**config.mk**
```make
export PLATFORM = sky130hd
export DESIGN_NAME = pc_fetch_seq
export DESIGN_NICKNAME = d
export VERILOG_FILES = /design/src/rtl/pc_fetch_seq.sv
export SDC_FILE = /design/constraint.sdc
export NUM_CORES = 1
export LEC_CHECK = 0
export ABC_AREA = 1
export BUFFER_PORTS_ARGS = -buffer_cell sky130_fd_sc_hd__buf_2
export CORE_MARGIN = 3
export CORE_UTILIZATION = 47
export DETAILED_ROUTE_END_ITERATION = 10
export HOLD_SLACK_MARGIN = 0.03
export PLACE_DENSITY = 0.8
export SYNTH_ARGS = -nofsm -noshare
export SYNTH_HDL_FRONTEND = slang
export SYNTH_SLANG_ARGS = --single-unit
```
**constraint.sdc**
```tcl
create_clock -name clk -period 1.45 [get_ports clk]
set_input_delay 0.2175 -clock clk [delete_from_list [all_inputs] [get_ports clk]]
set_output_delay 0.2175 -clock clk [all_outputs]
set_load 0.02 [all_outputs]
```
**src/rtl/pc_fetch_seq.sv**
```systemverilog
// rtl/pc_fetch_seq.sv - fetch program-counter sequencer with branch redirect and flush window
//
// Optional feature: define PC_ALIGN_CHECK_EN to reject taken branches whose
// target is not word aligned (misalign_out pulses instead of redirecting).
// Without it, unaligned targets are accepted and misalign_out is tied low.

module pc_fetch_seq #(
    parameter logic [31:0] RESET_PC     = 32'h0000_0000,
    parameter int          PC_STEP      = 4,
    parameter int          FLUSH_CYCLES = 1
) (
    input  logic        clk,
    input  logic        rst_n,
    input  logic        stall_in,
    input  logic        br_valid_in,
    input  logic        br_taken_in,
    input  logic [31:0] br_target_in,
    output logic [31:0] PC_out,
    output logic [31:0] PC_next_out,
    output logic        fetch_valid_out,
    output logic        flush_out,
    output logic        br_ack_out,
    output logic [15:0] redirect_cnt_out,
    output logic        misalign_out
);

    typedef enum logic {
        ST_RUN   = 1'b0,
        ST_FLUSH = 1'b1
    } state_e;

    // Counter reload value: the counter counts the remaining flush cycles
    // minus one, so FLUSH exits on the edge after it reaches zero.
    localparam logic [3:0]  FLUSH_LOAD = 4'(FLUSH_CYCLES - 1);
    localparam logic [31:0] STEP       = 32'(PC_STEP);

    state_e      state_q, state_d;
    logic [31:0] pc_q, pc_d;
    logic [3:0]  cnt_q, cnt_d;
    logic        flush_q, flush_d;
    logic        ack_q, ack_d;
    logic [15:0] rc_q, rc_d;

    logic        br_take;
    logic        br_accept;
    logic        br_misalign;

    assign br_take = br_valid_in & br_taken_in;

`ifdef PC_ALIGN_CHECK_EN
    logic mis_q, mis_d;

    // A misaligned taken target is dropped entirely; only the flag records it.
    assign br_misalign = br_take & (br_target_in[1:0] != 2'b00);
    assign br_accept   = br_take & ~br_misalign;
    assign mis_d       = br_misalign;
    assign misalign_out = mis_q;

    // Misalign pulse register, cleared immediately by reset.
    always_ff @(posedge clk or negedge rst_n) begin
        if (!rst_n) begin
            mis_q <= 1'b0;
        end else begin
            mis_q <= mis_d;
        end
    end
`else
    assign br_misalign  = 1'b0;
    assign br_accept    = br_take;
    assign misalign_out = 1'b0;
`endif

    // Next-state and next-PC selection; a redirect overrides stall and flush.
    always_comb begin
        state_d = state_q;
        pc_d    = pc_q;
        cnt_d   = cnt_q;
        flush_d = 1'b0;
        ack_d   = 1'b0;
        rc_d    = rc_q;
        if (br_accept) begin
            pc_d    = br_target_in;
            state_d = ST_FLUSH;
            cnt_d   = FLUSH_LOAD;
            flush_d = 1'b1;
            ack_d   = 1'b1;
            rc_d    = (rc_q == 16'hFFFF) ? rc_q : rc_q + 16'd1;
        end else begin
            case (state_q)
                ST_RUN: begin
                    if (!stall_in) begin
                        pc_d = pc_q + STEP;
                    end
                end
                ST_FLUSH: begin
                    // Flush window runs regardless of stall; PC holds at target.
                    if (cnt_q == 4'd0) begin
                        state_d = ST_RUN;
                    end else begin
                        cnt_d = cnt_q - 4'd1;
                    end
                end
                default: begin
                    state_d = ST_RUN;
                end
            endcase
        end
    end

    // State, PC, flush counter, pulses and redirect count.
    always_ff @(posedge clk or negedge rst_n) begin
        if (!rst_n) begin
            state_q <= ST_RUN;
            pc_q    <= RESET_PC;
            cnt_q   <= 4'd0;
            flush_q <= 1'b0;
            ack_q   <= 1'b0;
            rc_q    <= 16'd0;
        end else begin
            state_q <= state_d;
            pc_q    <= pc_d;
            cnt_q   <= cnt_d;
            flush_q <= flush_d;
            ack_q   <= ack_d;
            rc_q    <= rc_d;
        end
    end

    assign PC_out           = pc_q;
    assign PC_next_out      = pc_q + STEP;
    assign fetch_valid_out  = (state_q == ST_RUN) & ~stall_in;
    assign flush_out        = flush_q;
    assign br_ack_out       = ack_q;
    assign redirect_cnt_out = rc_q;

endmodule

```
* After elaboration in Yosys (flattened, before gate mapping)
Index checks and enable logic that the tools add are counted.
** Word-level totals
- Output and inout port bits :: 84
- Bits of input ports :: 37
- Word-level logic and storage cells :: 32
- Register bits after elaboration :: 54
** Operators by class
- Equal/unequal tests :: 4
- $add $sub $neg :: 3
- Reductions and logical operators :: 5
- Bitwise operators :: 5
- Mux-type cells :: 10
** Operators with widths (number)
- $mux W32 :: 3
- $add A32 B3 Y32 const B :: 1
- $add A16 B1 Y16 const B :: 1
- $eq A16 B16 Y1 const B :: 1
- $mux W4 :: 3
- $reduce_and A2 Y1 :: 3
- $logic_not A4 Y1 :: 1
- $mux W1 :: 4
- $ne A2 B1 Y1 const B :: 2
- $sub A4 B1 Y4 const B :: 1
- $not A1 Y1 :: 3
- $and A1 B1 Y1 :: 2
- $ne A2 B2 Y1 const B :: 1
- $reduce_bool A2 Y1 :: 1

* Logic depth before layout (Yosys ltp)
- Depth in word-level cells :: 4
- Mapped depth :: 11

* Worst setup path before layout
OpenSTA, ideal clock, no wires.
- Path kind :: register -> output
- From :: register pc_q[3] (netlist: PC_out[3])
- To :: output port PC_next_out[22]
- Cell stages (with the launch flop) :: 9
- Arrival time :: 1.553 ns
- Slack :: -0.320 ns
- Path buffers :: 0
- Cells stage by stage :: dfrtp_1 -> ha_1 -> nand2_1 -> nor2_2 -> nand2_4 -> nor2_4 -> nand2_1 -> nand2_1 -> and2_1
** Between the ends
- Cells in the longest elaborated chain, start to end :: 1
** Ends and longest elaborated chain
- start, declared :: line 38 : logic [31:0] pc_q, pc_d;
- start signal, assigned :: line 121 : pc_q <= pc_d;
- $add A32 B3 Y32 :: line 130 : assign PC_next_out = pc_q + STEP;
- end, declared :: line 19 : output logic [31:0] PC_next_out,
No other way between the ends.

* Final worst setup path
- From :: register pc_q[12] (netlist: PC_out[12])
- To :: output port PC_next_out[22]
The elaborated chain is that of the path after synthesis.

==> impl_metrics.csv <==
group,metric,value,unit
cts,cts_buffers,5,
setup_path,crit_slowest_cell,"dfrtp_1",
power,powerDensity,1800,mW/mm²
sta,rsz0062_at_grt,"yes",
sta,fin_worst_skew,0.0198,ns
place,placed_cells,824,
sta,setup_viol,53,
power,peakVddDrop,1030,µV
floorplan,initial_utilization,49.9,%
synth,syn-cell-area,0.00372,mm²
detailed_routing,dr.first_iter.drc_count,476,
finish,final_cells,879,
outcome,status,"complete, but fails checks",
detailed_routing,drt-vias-per-instance,5.66,
cts,h-tree-depth,2,
global_route,grt_pass1_wl,20400,µm
sta,fmax,477,MHz
global_route,grt_overflow_total,0,
synth,syn_nets,597,
cts,cts_tree,"built",
cts,worstSkewPairLatency,0.32,ns
cts,clockBufferDepth,2,
min_path,hold_path.class,"input port to flop",
synth,seq_area_frac_synth,36.3,%
global_route,antenna_found_initial,0,
setup_path,end_kind,"output port",
global_route,grt_pass1_vias,4449,
sta,fin_ws,-0.647,ns
outcome,violations,"setup timing",
finish,fill_cells,392,
finish,syn2layout_area_growth,66.4,%
synth,synth_compound_area_share,6.56,%
place,postPlaceCellArea,0.00501,mm²
sta,fin_crit_sh,145,%
power,leakage,0.00316,µW
synth,syn-mean-instance-area,6.69,µm²
place,dp_hpwl,8760,µm
sta,timing.final.crit_period,2.10,ns
synth,ys_seq_elements,54,
synth,synthAdderAreaFrac,1.35,%
cts,root_buffer,"clkbuf_8",
global_route,grt_max_degree,23,
synth,synth.distinct_cells,32,
sta,drv_slew,0,
sta,finalSetupTns,-18.44,ns
setup_path,cp.required,1.23,ns
finish,final_nets,820,
detailed_routing,wl,16300,µm
finish,antenna_cells,0,
detailed_routing,drc,0,
setup_path,cpLargestDelayFamily,"simple AND/OR/NAND/NOR gates",
run,maxCapViolations,0,
setup_path,path_buf_inv,1,
floorplan,dieWidth,95.0,µm
synth,synth-simple-area-share,41.0,%
sta,timing.hold.ws,0.0824,ns
floorplan,design.die.area,0.00902,mm²
floorplan,rows,31,
global_route,grt_usage,28.5,%
setup_path,slowest_delay,0.44,ns
setup_path,cp_cell_sequence,"nand2_1 > nor2_2 > nand2_1 > nor2_4 > nand3_2 > and2_4 > buf_6",
finish,final_cell_area,0.00619,mm²
setup_path,worstSetupStartpointType,"flop",
setup_path,cpMostUsedCell,"nand2_1",
setup_path,critPathMaxFanout,5,
synth,synthXorXnorAreaFrac,5.55,%
synth,synth_top_family_by_area,"simple AND/OR/NAND/NOR gates",
floorplan,design.core.area,0.00745,mm²
sta,slew_headroom,61.7,%
finish,drive_above_1_share,49.1,%
cts,clk_pin_slew_worst_paths,0.12,ns
synth,synthCells,556,
detailed_routing,first_pass_iters,7,
detailed_routing,antenna_left,0,
cts,clock-sinks,54,
floorplan,num_io_pins,121,
place,gp_congestion,0.927,
detailed_routing,num_vias,4971,
sta,final-hold-violation-count,0,
sta,worstMarginPinSlew,0.574,ns
synth,synth.mux.area_fraction,0,%
synth,yosysWarnings,0,
place,io_buffer_count,119,
floorplan,die_h,95.0,µm
setup_path,arrival,1.88,ns
setup_path,path_class,"flop to output port",
detailed_routing,drt-wirelength-per-cell,18.6,µm
## cells in the mapped netlist, drive strengths merged
cell    instances  area, µm²
ha              4       50.1
buf            11       80.1
nor2           69        337
xor2           13        136
and2            7       43.8
dfrtp          54       1350
a21oi          11       55.1
a22o            3       26.3
clkinv          2       7.51
xnor2           8       70.1
inv            62        235
nand3b          2       15.0
nor3            4       30.0
conb            1       3.75
clkbuf          4       15.0
nand4           2       12.5
nand2         233        902
o22ai           1       6.26
o211ai          1       7.51
o21ai          29        149
nand3          35        185
## tightest hold or removal path, stage by stage
cell and delay [ns]:
buf_2 0.07, nand2_1 0.04, nand2_1 0.04
## cells in the final DEF, fill, tap and decap left out, drive strengths merged, types with 3 or more instances in the layout
cell type  instances
nand2            234
buf              229
nor2              69
inv               62
dfrtp             54
nand3             35
o21ai             29
xor2              13
a21oi             11
xnor2              8
and2               7
clkbuf             5
nor3               4
ha                 4
a22o               3
## per-layer routing
layer  track usage, %  share of wire (%)
met5                0                  0
met4             11.8                6.8
met3             5.50                 11
met2             52.3                 50
met1             31.9                 33
## area by class of cell
| type | instances | area [µm²] | area share (%) |
|---|---|---|---|
| clock buffers | 5 | 68.8 | 1.11 |
| clock inverters | 3 | 45.0 | 0.728 |
| inverters | 64 | 250 | 4.05 |
| multi-input cells | 424 | 2580 | 41.7 |
| flip-flops and latches | 54 | 1380 | 22.2 |
| well taps | 99 | 124 | 2.00 |
| repair buffers | 230 | 1740 | 28.1 |
## repair_timing
action                     in CTS  in global routing
hold endpoints to repair       20                  0
pin swaps                      34                 45
buffers inserted               18                 29
setup endpoints to repair      51                 68
resized for setup              90                100
hold buffers                    1                  0
gates cloned                    0                  1
## flip-flops by register name, summed over array words and instances, names as in the netlist
name	flops
PC_out	32
br_ack_out	1
cnt_q	4
redirect_cnt_out	16
state_q	1
## final timing paths
| check | slack (ns) | end | start | cells after the start |
|---|---|---|---|---|
| worst min register to register | 0.49 | cnt_q[3] | cnt_q[3] | 1 |
| worst min-delay path | 0.08 | PC_out[0] | br_target_in[0] | 3 |
| min in group asynchronous | 0.40 | PC_out[6] | rst_n | 2 |
| max in group asynchronous | 0.49 | redirect_cnt_out[9] | rst_n | 3 |
| worst max-delay path | -0.65 | PC_next_out[22] | PC_out[12] | 7 |
| worst max register to register | -0.46 | PC_out[8] | PC_out[3] | 12 |
## per-stage QoR
step	worst slack (ns)	utilization (%)	total power, µW
2_1_floorplan	-0.107	-	5630
3_3_place_gp	-0.167	67.2	7700
3_5_place_dp	-0.215	67.2	7850
4_1_cts	-0.501	75.1	9730
5_1_grt	-0.692	83.1	11600
6_report	-0.647	83.1	11100
## cells by family (layout without fill, tap and decap cells)
kind of cell | Yosys count | after routing
xor gates and xnor gates | 21 | 21
adders and majority gates | 4 | 4
buffers and inverters | 79 | 302
and+or+nand+nor | 352 | 353
DFF | 54 | 54
AOI/OAI and AO/OA | 45 | 45
other | 1 | 1
## power by group
group          total [µW]  switching, µW  internal, µW  leakage [µW]
Sequential           2670            633          2040      0.000658
Combinational        7380           4190          3190       0.00245
Clock                1100            580           516     0.0000504
Power figures use the tool's default switching activity.
